### src/rtl/comperator_acc_pkg.sv
// comperator_acc_pkg: shared state encoding and default widths for the frame accumulator
package comperator_acc_pkg;
    typedef enum logic [1:0] {IDLE = 2'd0, ACC = 2'd1, HOLD = 2'd2} state_t;
    localparam int def_data_wd = 16;
    localparam int def_idx_wd = 4;
    localparam int def_hi = 15;
    localparam int def_lo = 0;
    localparam int def_pos_wd = 8;
endpackage

### src/rtl/comperator_2.sv
// comperator_2: two-input unsigned extreme select on data[hi:lo]; equal fields resolve to d1
module comperator_2
    import comperator_acc_pkg::*;
#(
    parameter int data_wd = def_data_wd,
    parameter int idx_wd = def_idx_wd,
    parameter int hi = def_hi,
    parameter int lo = def_lo
) (
    input  logic [data_wd-1:0] d0_dat,
    input  logic [idx_wd-1:0]  d0_idx,
    input  logic               d0_dv,
    input  logic [data_wd-1:0] d1_dat,
    input  logic [idx_wd-1:0]  d1_idx,
    input  logic               d1_dv,
    input  logic               great_n_small,
    output logic [data_wd-1:0] c_dat,
    output logic [idx_wd-1:0]  c_idx,
    output logic               c_sel
);
    logic [hi-lo:0] f0, f1;
    always_comb begin
        f0 = d0_dat[hi:lo];
        f1 = d1_dat[hi:lo];
        c_sel = d1_dv & (~d0_dv | (great_n_small ? f1 >= f0 : f1 <= f0));
        c_dat = c_sel ? d1_dat : d0_dat;
        c_idx = c_sel ? d1_idx : d0_idx;
    end
endmodule

### src/rtl/comperator_acc.sv
// comperator_acc: per-frame running min/max of comparator results, presented on a valid/ready port
module comperator_acc
    import comperator_acc_pkg::*;
#(
    parameter int data_wd = def_data_wd,
    parameter int idx_wd = def_idx_wd,
    parameter int hi = def_hi,
    parameter int lo = def_lo,
    parameter int pos_wd = def_pos_wd
) (
    input  logic               clk,
    input  logic               rst_n,
    input  logic [data_wd-1:0] in_dat,
    input  logic [idx_wd-1:0]  in_idx,
    input  logic               in_dv,
    input  logic               in_last,
    input  logic               great_n_small,
    output logic               in_rdy,
    output logic [data_wd-1:0] res_dat,
    output logic [idx_wd-1:0]  res_idx,
    output logic [pos_wd-1:0]  res_pos,
    output logic               res_ovf,
    output logic               res_vd,
    input  logic               res_rdy
);
    state_t state;
    logic mode, ovf, first, acc, rep, c_sel;
    logic [data_wd-1:0] best_dat, c_dat, nx_dat;
    logic [idx_wd-1:0] best_idx, c_idx, nx_idx;
    logic [pos_wd-1:0] best_pos, cnt, nx_pos;

    comperator_2 #(.data_wd(data_wd), .idx_wd(idx_wd), .hi(hi), .lo(lo)) u_cmp (
        .d0_dat(best_dat), .d0_idx(best_idx), .d0_dv(1'b1),
        .d1_dat(in_dat), .d1_idx(in_idx), .d1_dv(1'b1),
        .great_n_small(mode), .c_dat(c_dat), .c_idx(c_idx), .c_sel(c_sel)
    );

    // the comparator favours d1 on ties, so equal fields are masked out to keep the earlier sample
    always_comb begin
        in_rdy = (state != HOLD) | res_rdy;
        acc = in_dv & in_rdy;
        first = state != ACC;
        rep = c_sel & (in_dat[hi:lo] != best_dat[hi:lo]);
        nx_dat = first ? in_dat : rep ? c_dat : best_dat;
        nx_idx = first ? in_idx : rep ? c_idx : best_idx;
        nx_pos = first ? '0 : rep ? cnt : best_pos;
    end

    always_ff @(posedge clk or negedge rst_n) begin
        if (!rst_n) begin
            state <= IDLE;
            mode <= 1'b0;
            ovf <= 1'b0;
            cnt <= '0;
            best_dat <= '0;
            best_idx <= '0;
            best_pos <= '0;
            res_dat <= '0;
            res_idx <= '0;
            res_pos <= '0;
            res_ovf <= 1'b0;
            res_vd <= 1'b0;
        end else if (acc) begin
            best_dat <= nx_dat;
            best_idx <= nx_idx;
            best_pos <= nx_pos;
            cnt <= first ? pos_wd'(1) : cnt + 1'b1;
            ovf <= ~first & (ovf | (&cnt));
            if (first) mode <= great_n_small;
            state <= in_last ? HOLD : ACC;
            res_vd <= in_last;
            if (in_last) begin
                res_dat <= nx_dat;
                res_idx <= nx_idx;
                res_pos <= nx_pos;
                res_ovf <= ~first & ovf;
            end
        end else if (state == HOLD && res_rdy) begin
            state <= IDLE;
            res_vd <= 1'b0;
        end
    end
endmodule
### config.mk
export PLATFORM = sky130hd
export DESIGN_NAME = comperator_acc
export DESIGN_NICKNAME = d
export VERILOG_FILES = /design/src/rtl/comperator_acc_pkg.sv /design/src/rtl/comperator_2.sv /design/src/rtl/comperator_acc.sv
export SDC_FILE = /design/constraint.sdc
export NUM_CORES = 1
export LEC_CHECK = 0
export BUFFER_PORTS_ARGS = -buffer_cell sky130_fd_sc_hd__buf_4
export CELL_PAD_IN_SITES_DETAIL_PLACEMENT = 0
export CELL_PAD_IN_SITES_GLOBAL_PLACEMENT = 1
export CORE_MARGIN = 5
export CORE_UTILIZATION = 40
export DETAILED_ROUTE_END_ITERATION = 6
export PLACE_DENSITY_LB_ADDON = 0.1
export SLEW_MARGIN = 40
export SYNTH_ARGS = -nofsm -noshare
export SYNTH_HDL_FRONTEND = slang
export SYNTH_SLANG_ARGS = --single-unit
### constraint.sdc
create_clock -name clk -period 2.65 [get_ports clk]
set_input_delay 0.53 -clock clk [delete_from_list [all_inputs] [get_ports clk]]
set_output_delay 0.53 -clock clk [all_outputs]
set_load 0.05 [all_outputs]
==> impl_results.md, run 1 <==
- Run status: completed
- Fraction of final layout cells with drive strength greater than 1: 37.2%
- Gate Count Post-Synth: 359
- Detailed placer's ending HPWL: 6.82 mm
- Instance count on the critical path: 10
- R2r setup slk: 90 ps
- Global-route wire length before repair: 16.6 mm
- Count of clock tree sinks: 69
- Part of the cycle the worst path needs: 96.6%
- Clock period minus final worst setup slack: 2560 ps
- Final ANT Viol Nets: 0
- Clock-pin slew reported for the worst setup and hold paths after clock tree synthesis: 80 ps
- PortBufs: 56
- All-Layer GR Usage: 18.4%
- Crit. Startpoint: best_dat[5]
- Number of placement rows: 34
- Sum of buffers and inverters on the critical path: 3
- Total cell area at the placement stage: 4510 sq um
- Number of remaining DRC errors: 0
- Actual transition at the worst max-transition pin: 720 ps
- H-tree levels: 3
- Start-to-end type of the worst setup path: flip-flop to flip-flop
- Critical path capture point type: flip-flop
- Number of DRC violations after detailed-routing iteration 0: 136
- First-pass iteration count of the detailed router: 4
- Overflow after GRT: 0
- Worst min-delay path category: input port to asynchronous set/reset pin
- Most numerous cell on the critical path: sky130_fd_sc_hd__buf_6
- Warning count from the yosys run: 0
- Final hold vios: 0
- Critical R2R Capture: best_idx[1]
- Cell-by-cell listing of the critical path: inv_1 -> ha_4 -> a21oi_2 -> o21ai_2 -> a2111o_1 -> o31a_1 -> o31ai_4 -> buf_6 -> buf_6 -> mux2_2
- Fin area: 4920 sq um
- Post-Route Skew: 8.15 ps
- Source-to-sink clock delay at the later pin of the worst-skew pair: 350 ps
- Top cell family by delay on the critical path: compound AO/OA/AOI/OAI gates
- Most common flop cell mapped by yosys: sky130_fd_sc_hd__dfrtp_1
- Setup-failing EPs final: 0
- Core region area: 8810 sq um
- Startpoint of the worst register-to-register path: best_dat[5]
- Worst VDD drop: 0.382 mV
- Worst stage delay on the critical path: 430 ps
- Number of diodes added for antenna fixing: 0
- Signed area change from the synthesized netlist to the final layout: 34.8%
- Root buffer cell: sky130_fd_sc_hd__clkbuf_8
- Via total after detailed routing: 3,168
- Capture point of the critical path: best_idx[1]
- Dpl ws: -269 ps
- Required time at the worst-slack endpoint: 2890 ps
- Proportion of synthesized chip area in sequential cells: 47.3%
- Max FO, Critical Path: 5
- Setup tns final: 0 ps
- Async set or reset register ratio after synthesis: 100%
- Synthesized net count: 402
- Register-to-Register Path Depth: 10
- Largest area contributor in the netlist: sky130_fd_sc_hd__dfrtp_1
- Effective utilization at floorplan: 41.4%
- Crit start category: flip-flop
- Wire length after detailed routing: 10.1 mm
- Setup slack of the critical path after layout: 90.8 ps
- Clock tree from TritonCTS: done
- Number of buffers inserted during clock tree synthesis: 9
- Number of antenna violations at the first check in global routing: 0
- Number of maximum-capacitance violations: 0
- Number of distinct standard cells referenced by the synthesized netlist: 40
- EDFF count, synth: 0
- Last weighted congestion value of the routability-driven placer: 0.791
- Flip-flop and latch count after synthesis: 69
- Largest net degree at the start of global routing: 70
- Setup repair after global routing missed its margin: true
- Max-slew violation count: 0
- Vertical extent of the die: 105 um
- Ranking of synthesized cells by instance count: sky130_fd_sc_hd__dfrtp_1, sky130_fd_sc_hd__nor2_1, sky130_fd_sc_hd__nand4_1
- Chip width: 105 um
- DR WL/cell: 17.9 um
- Total leakage power: 0.00226 uW
- Buffers from clock root to sink, at most: 2
- Via density per instance: 5.64
- Relative slew slack: 51.8%
- Largest cells by area after synthesis: sky130_fd_sc_hd__dfrtp_1, sky130_fd_sc_hd__ha_1, sky130_fd_sc_hd__nand4_1
- Final Net Count: 492
- Count of pins on the block boundary: 57
- CP arrival: 2800 ps
- Die area: 11,100 sq um
- Yosys top cell area share: 47.3%
- Post-synthesis average cell area: 10.2 sq um
- Power per cell area: 850 nW/um^2
- Worst-path cell with the longest stage delay: sky130_fd_sc_hd__a2111o_1
- Top-count cell post-synth: sky130_fd_sc_hd__dfrtp_1
- Area of the mapped netlist: 3650 sq um
- Upper clock frequency limit: 391 MHz
- Via count of the first global-routing pass: 3,192
worst min path at each step:
| stage | slack (ps) | start | to | cells past startpoint |
|---|---|---|---|---|
| 2_1_floorplan | 230 | rst_n | best_dat[0] | 0 |
| 3_3_place_gp | 460 | res_ovf | res_ovf | 2 |
| 3_5_place_dp | 470 | res_ovf | res_ovf | 2 |
| 4_1_cts | 210 | rst_n | best_dat[9] | 1 |
| 5_1_grt | 220 | rst_n | best_dat[9] | 1 |
| 6_report | 170 | rst_n | best_dat[9] | 1 |
cells by family (layout without fill, tap and decap cells):
| kind of cell | after synthesis | after routing | synth area share (%) |
|---|---|---|---|
| and+or+nand+nor | 112 | 112 | 15.2 |
| AOI/OAI and AO/OA | 96 | 96 | 18.8 |
| DFF | 69 | 69 | 47.3 |
| buffers and inverters | 43 | 138 | 4.97 |
| muxes | 22 | 22 | 7.79 |
| adders and majority gates | 17 | 17 | 5.83 |
cell type report:
| cell class | instances | area, sq um |
|---|---|---|
| fill | 807 | 3890 |
| multi-input combinational | 247 | 1940 |
| sequential | 69 | 1730 |
| timing repair buffer | 106 | 831 |
| clock buffer | 11 | 141 |
| tap | 108 | 135 |
| clock inverter | 5 | 83.8 |
| inverter | 16 | 60.1 |
power breakdown:
part | switching [uW] | total [uW] | internal (uW)
clock | 417 | 974 | 558
sequential | 133 | 1380 | 1250
combinational | 1080 | 1820 | 748
total | 1630 | 4180 | 2560
metrics by stage:
stage,utilization [%],instances,hold WS (ps),power (uW)
floorplan,-,359,234,2460
global placement,51.1,532,457,3080
detailed placement,51.2,532,466,3100
CTS,54.6,556,211,4120
global route,55.8,562,225,4430
finish,55.8,562,168,4180
metal layers:
| metal | track usage, % | share of wire (%) | vias to the layer above |
|---|---|---|---|
| met4 | 6.01 | 0.97 | 0 |
| met1 | 24.3 | 45 | 1551 |
| met5 | 0 | 0 | - |
| met3 | 4.22 | 3.7 | 13 |
| li1 | - | - | 1525 |
| met2 | 30.0 | 50 | 79 |
layout by cell type (no fill, tap or decap), types with 2 or more instances in the layout:
cell	n
sky130_fd_sc_hd__a221o_1	8
sky130_fd_sc_hd__o21ai_0	12
sky130_fd_sc_hd__inv_2	5
sky130_fd_sc_hd__and3_1	13
sky130_fd_sc_hd__ha_4	11
sky130_fd_sc_hd__nand2b_1	2
sky130_fd_sc_hd__dfrtp_1	69
sky130_fd_sc_hd__o31ai_4	2
sky130_fd_sc_hd__nor2_2	2
sky130_fd_sc_hd__a32o_1	8
sky130_fd_sc_hd__o21ai_1	2
sky130_fd_sc_hd__clkbuf_8	10
sky130_fd_sc_hd__inv_1	11
sky130_fd_sc_hd__a31oi_1	21
sky130_fd_sc_hd__nand3_1	3
sky130_fd_sc_hd__nand2_1	24
sky130_fd_sc_hd__nor2_1	32
sky130_fd_sc_hd__buf_6	4
sky130_fd_sc_hd__clkinvlp_4	2
sky130_fd_sc_hd__mux2_1	2
sky130_fd_sc_hd__nand4_1	26
sky130_fd_sc_hd__o31ai_1	19
sky130_fd_sc_hd__mux2_2	9
sky130_fd_sc_hd__buf_4	100
sky130_fd_sc_hd__and2_1	2
sky130_fd_sc_hd__a21oi_1	12
sky130_fd_sc_hd__mux2_4	10
sky130_fd_sc_hd__bufinv_16	2
sky130_fd_sc_hd__ha_1	6
sky130_fd_sc_hd__nor2b_1	3
sky130_fd_sc_hd__a21oi_2	2
repair_timing:
item / 4_1_cts / 5_1_grt
endpoints found under the setup margin: 25 / 53
hold buffers: 0 / 0
resized for setup: 5 / 21
cloned: 1 / 0
pin swaps: 4 / 6
setup buffers: 7 / 7
registers in the layout (all words and copies together) (netlist names), 4 cells and up:
register / count
cnt: 8
best_idx: 4
res_pos: 8
best_dat: 16
res_dat: 16
res_idx: 4
best_pos: 8
Note: power is estimated with default switching activity, not from simulation.
==> inputs of run 2 (changes only) <==
Settings changed: CORE_UTILIZATION 40 to 44.
Clock period 2.65 ns to 2.9 ns, I/O delays scaled along.
==> run 2 against run 1 <==
Effect of this change: sequential share of layout area grew 2.9 points; clock power down 22%; fmax decreased by 7.0%; via count down 2.4%; highest routed layer unchanged; combinational power shrank 20%; critical path depth down 1; hold slack improved by 47 ps; count of clock-buffer cells in the layout is the same; sequential cell count did not move; final cell count decreased by 4.3%; cell area decreased by 7.7%.
==> impl_results.md, run 2 (synthesis gave the netlist of run 1 again) <==
- Overflow after GRT: 0
- Hold-fix buffer count after cts: 0
- Total leakage power: 0.00213 uW
- Vertical extent of the die: 101 um
- First-pass iteration count of the detailed router: 5
- R2r setup slk: 150 ps
- Detailed placer's ending HPWL: 6.52 mm
- Via total after detailed routing: 3,093
- Required time at the worst-slack endpoint: 3120 ps
- Setup repair after global routing missed its margin: false
- Final hold vios: 0
- Clock tree from TritonCTS: done
- Signed area change from the synthesized netlist to the final layout: 24.4%
- Post-Route Skew: 13.1 ps
- Actual transition at the worst max-transition pin: 749 ps
- Run status: completed
- Largest registers: best_dat (16), res_dat (16)
- Chip width: 101 um
- Met3 capacity usage during global routing: 4.15%
- Number of maximum-capacitance violations: 0
- Startpoint of the worst register-to-register path: best_dat[7]
- DR WL/cell: 17.8 um
- Number of remaining DRC errors: 0
- Number of buffers inserted during clock tree synthesis: 9
- Start-to-end type of the worst setup path: flip-flop to flip-flop
- PortBufs: 56
- Source-to-sink clock delay at the later pin of the worst-skew pair: 350 ps
- Final ANT Viol Nets: 0
- Met1 Usage GRT: 28.7%
- Wire length after detailed routing: 9.56 mm
- Max FO, Critical Path: 12
- CP arrival: 2970 ps
- All-Layer GR Usage: 19.5%
- Total placed cells including tap cells: 523
- Count of clock tree sinks: 69
- Buffers inserted during post-CTS setup optimization: 0
- Via count of the first global-routing pass: 3,007
- Global-route wire length before repair: 15.7 mm
- Last weighted congestion value of the routability-driven placer: 0.785
- Most common cell after layout, fill and taps aside: sky130_fd_sc_hd__buf_4
- Max-slew violation count: 0
- Crit start category: flip-flop
- Fraction of final layout cells with drive strength greater than 1: 28.6%
- Number of DRC violations after detailed-routing iteration 0: 150
- Setup-failing EPs final: 0
- Critical R2R Capture: best_dat[15]
- Die area: 10,200 sq um
- Part of the cycle the worst path needs: 94.9%
- Most utilized layer in the global route result: met2
- Number of diodes added for antenna fixing: 0
- Number of antenna violations at the first check in global routing: 0
- Power per cell area: 768 nW/um^2
- Commonest cells after routing, fill and taps aside: sky130_fd_sc_hd__buf_4, sky130_fd_sc_hd__dfrtp_1, sky130_fd_sc_hd__nor2_1, sky130_fd_sc_hd__nand4_1, sky130_fd_sc_hd__nand2_1
- Relative slew slack: 49.8%
- Upper clock frequency limit: 363 MHz
- Count of pins on the block boundary: 57
- Area taken by multi-input logic gates: 1760 sq um
- Clock-pin slew reported for the worst setup and hold paths after clock tree synthesis: 80 ps
- Effective utilization at floorplan: 44.8%
- Worst VDD drop: 0.354 mV
- FF+latch area: 1730 sq um
- Largest net degree at the start of global routing: 70
- Root buffer cell: sky130_fd_sc_hd__clkbuf_8
- Post-layout instance count excluding filler cells: 538
- Worst min-delay path category: input port to asynchronous set/reset pin
- Number of placement rows: 33
- Post-route worst hold slack: 215 ps
- Via density per instance: 5.75
- Crit. Startpoint: best_dat[7]
- Met2 Usage GRT: 29.1%
- Finished Core Util: 55.8%
- Number of inserted filler cells in the final layout: 734
- Clock period minus final worst setup slack: 2750 ps
- Core region area: 8130 sq um
- Register-to-Register Path Depth: 9
- Critical path capture point type: flip-flop
- Final Net Count: 472
- Buffers from clock root to sink, at most: 2
- H-tree levels: 3
[run 2: per-layer routing]
metal  vias to the layer above  wire (um)
met3                        10        532
li1                       1492          -
met5                         -          0
met2                        69       4270
met4                         0        124
met1                      1522       4630
[run 2: how the worst max path moves through the flow]
stage / to / slack, ps / depth (start not counted)
after floorplan: best_dat[10] / 10 / 8
after global placement: best_idx[0] / -100 / 9
after detailed placement: res_pos[4] / -110 / 9
after CTS: res_pos[4] / 150 / 9
after global routing: best_dat[15] / 3 / 9
final: best_dat[15] / 150 / 9
[run 2: what timing repair did]
item                                   in CTS  in global routing
setup endpoints to repair                   0                 40
endpoints found under the hold margin       0                  0
gates resized for setup                     0                  2
[run 2: metrics by stage]
stage               worst slack [ps]  total power, uW  TNS, ps  instance area (sq um)
floorplan                       14.2             2210        0                   3650
global placement               -96.8             2710    -2470                   4340
detailed placement              -110             2740    -2870                   4350
CTS                              145             3510        0                   4530
global route                    2.58             3690        0                   4540
finish                           147             3480        0                   4540
[run 2: area by class of cell]
| cell class | count | share of cell area [%] |
|---|---|---|
| clock buffer | 11 | 2.90 |
| clock inverter | 4 | 1.10 |
| inverter | 16 | 1.32 |
| multi-input combinational | 247 | 38.8 |
| sequential | 69 | 38.1 |
| tap | 105 | 2.90 |
| timing repair buffer | 86 | 14.9 |
[run 2: where the power goes]
group / switching (uW) / total, uW / internal [uW]
clock: 368 / 760 / 392
combinational: 902 / 1450 / 551
sequential: 129 / 1270 / 1140
total: 1400 / 3480 / 2090
[run 2: worst max-delay path, stage by stage (launching register included)]
cell and delay, ps:
sky130_fd_sc_hd__dfrtp_1 380, sky130_fd_sc_hd__inv_1 60, sky130_fd_sc_hd__ha_1 310, sky130_fd_sc_hd__a21oi_1 140, sky130_fd_sc_hd__o21ai_1 100, sky130_fd_sc_hd__a2111o_1 450
sky130_fd_sc_hd__o31a_1 330, sky130_fd_sc_hd__o31ai_4 310, sky130_fd_sc_hd__buf_12 200, sky130_fd_sc_hd__mux2_2 340
==> inputs of run 3 (changes only) <==
Settings changed: CORE_UTILIZATION 44 to 47.
Clock period 2.9 ns to 3.4 ns, I/O delays scaled along.
==> run 3 against run 2 <==
Effect of this change: clock skew decreased by 2.7 ps; die area decreased by 5.8%; largest cell class unchanged; cell area decreased by 3.0%.
==> impl_results.md, run 3 (synthesis gave the netlist of run 1 again) <==
- Post-Route Skew: 10.4 ps
- Effective utilization at floorplan: 47.7%
- Clk network pwr share: 22.2%
- Number of DRC violations after detailed-routing iteration 0: 159
- Worst min-delay path category: input port to asynchronous set/reset pin
- Part of the cycle the worst path needs: 85.0%
- Cell-by-cell listing of the critical path: buf_4 -> ha_1 -> a21oi_1 -> o21ai_1 -> a2111o_1 -> o31a_1 -> o31ai_4 -> buf_4 -> mux2_2
- Source-to-sink clock delay at the later pin of the worst-skew pair: 340 ps
- Buffers from clock root to sink, at most: 2
- Wire length after detailed routing: 9.23 mm
- Via total after detailed routing: 3,045
- Crit start category: input port
- Required time at the worst-slack endpoint: 3620 ps
- Detailed placer's ending HPWL: 6.21 mm
- Met2 Usage GRT: 32.8%
- Clock period minus final worst setup slack: 2890 ps
- Number of placement rows: 32
- Via density per instance: 5.87
- Worst VDD drop: 0.270 mV
- Int Power: 1750 uW
- Buffers inserted during post-CTS setup optimization: 0
- Root buffer cell: sky130_fd_sc_hd__clkbuf_8
- Global-route wire length before repair: 15.6 mm
- Overflow after GRT: 0
- Count of pins on the block boundary: 57
- Clock-pin slew reported for the worst setup and hold paths after clock tree synthesis: 70 ps
- Portion of total power attributed to combinational logic: 40.8%
- Fraction of final layout cells with drive strength greater than 1: 25.4%
- Number of remaining DRC errors: 0
- Power per cell area: 662 nW/um^2
- Met1 Usage GRT: 27.1%
- Dpl ws: 152 ps
- Number of diodes added for antenna fixing: 0
- Setup tns final: 0 ps
- Worst-path cell with the longest stage delay: sky130_fd_sc_hd__a2111o_1
- DR WL/cell: 17.8 um
- H-tree levels: 3
- Critical path capture point type: flip-flop
- Flop pwr share: 37.1%
- Switch Pwr: 1160 uW
- Via count of the first global-routing pass: 3,002
- Worst stage delay on the critical path: 470 ps
- All-Layer GR Usage: 20.1%
- Largest registers: best_dat (16), res_dat (16)
- Largest net degree at the start of global routing: 70
- Met3 capacity usage during global routing: 4.14%
- Final ANT Viol Nets: 0
- Sw Ratio: 39.8%
- Total leakage power: 0.00206 uW
- Die area: 9620 sq um
- Actual transition at the worst max-transition pin: 714 ps
- Count of clock tree sinks: 69
- Number of antenna violations at the first check in global routing: 0
- Most utilized layer in the global route result: met2
- Clock tree from TritonCTS: done
- PortBufs: 56
- Run status: completed
- Start-to-end type of the worst setup path: input port to flip-flop
- CP arrival: 3110 ps
- Number of maximum-capacitance violations: 0
- Cells resized by post-CTS repair: 0
- Relative slew slack: 52.2%
- Number of buffers inserted during clock tree synthesis: 9
- Max FO, Critical Path: 12
- Hold-fix buffer count after cts: 0
- Setup-failing EPs final: 0
- Most numerous cell on the critical path: sky130_fd_sc_hd__buf_4
- Setup repair after global routing missed its margin: false
- First-pass iteration count of the detailed router: 4
- Final Net Count: 457
- Commonest cells after routing, fill and taps aside: sky130_fd_sc_hd__dfrtp_1, sky130_fd_sc_hd__buf_4, sky130_fd_sc_hd__nor2_1, sky130_fd_sc_hd__nand4_1, sky130_fd_sc_hd__nand2_1
- Signed area change from the synthesized netlist to the final layout: 20.6%
- Chip width: 98.1 um
- Setup slack of the critical path after layout: 511 ps
- Core region area: 7650 sq um
- Upper clock frequency limit: 346 MHz
- Last weighted congestion value of the routability-driven placer: 0.843
- Final hold vios: 0
- Vertical extent of the die: 98.1 um
- Max-slew violation count: 0
-- run 3: critical path: cells and delay by family --
| kind | cells | cell delay (ps) |
|---|---|---|
| buffers and inverters | 2 | 380 |
| adders and majority gates | 1 | 320 |
| AOI/OAI and AO/OA | 5 | 1380 |
| muxes | 1 | 350 |
-- run 3: worst paths after layout --
| check | start | end | slack (ps) | cells past startpoint |
|---|---|---|---|---|
| max | in_dat[7] | best_idx[0] | 510 | 9 |
| min | rst_n | best_dat[9] | 330 | 1 |
| max reg2reg | best_dat[11] | res_pos[0] | 570 | 9 |
| min reg2reg | res_ovf | res_ovf | 470 | 2 |
| max in group asynchronous | rst_n | best_dat[4] | 2610 | 1 |
| min in group clk | res_ovf | res_ovf | 470 | 2 |
-- run 3: routing by layer --
metal	part of all wire, %	wire, um
met3	4.8	442
met4	0.87	80
met1	46	4250
met2	48	4460
met5	0	0
-- run 3: final cells by class --
cell class,count,area [sq um]
clock buffer,12,145
inverter,16,60.1
timing repair buffer,71,549
fill,719,3250
tap,102,128
sequential,69,1730
multi-input combinational,247,1760
clock inverter,2,35.0
-- run 3: power groups by stage --
stage          sequential [uW]  combinational (uW)  clock [uW]
2_1_floorplan             1320                 572           0
3_3_place_gp              1090                1180           0
3_5_place_dp              1090                1190           0
4_1_cts                   1080                1190         661
5_1_grt                   1100                1300         698
6_report                  1080                1190         645
-- run 3: per-stage QoR --
step / utilization [%] / instances / cell area (sq um) / total power (uW) / hold slack [ps]
after floorplan: - / 359 / 3650 / 1890 / 384
after global placement: 55.1 / 505 / 4220 / 2270 / 454
after detailed placement: 55.2 / 505 / 4220 / 2280 / 465
after CTS: 57.5 / 519 / 4400 / 2930 / 362
after global routing: 57.5 / 519 / 4400 / 3100 / 380
final: 57.5 / 519 / 4400 / 2910 / 329
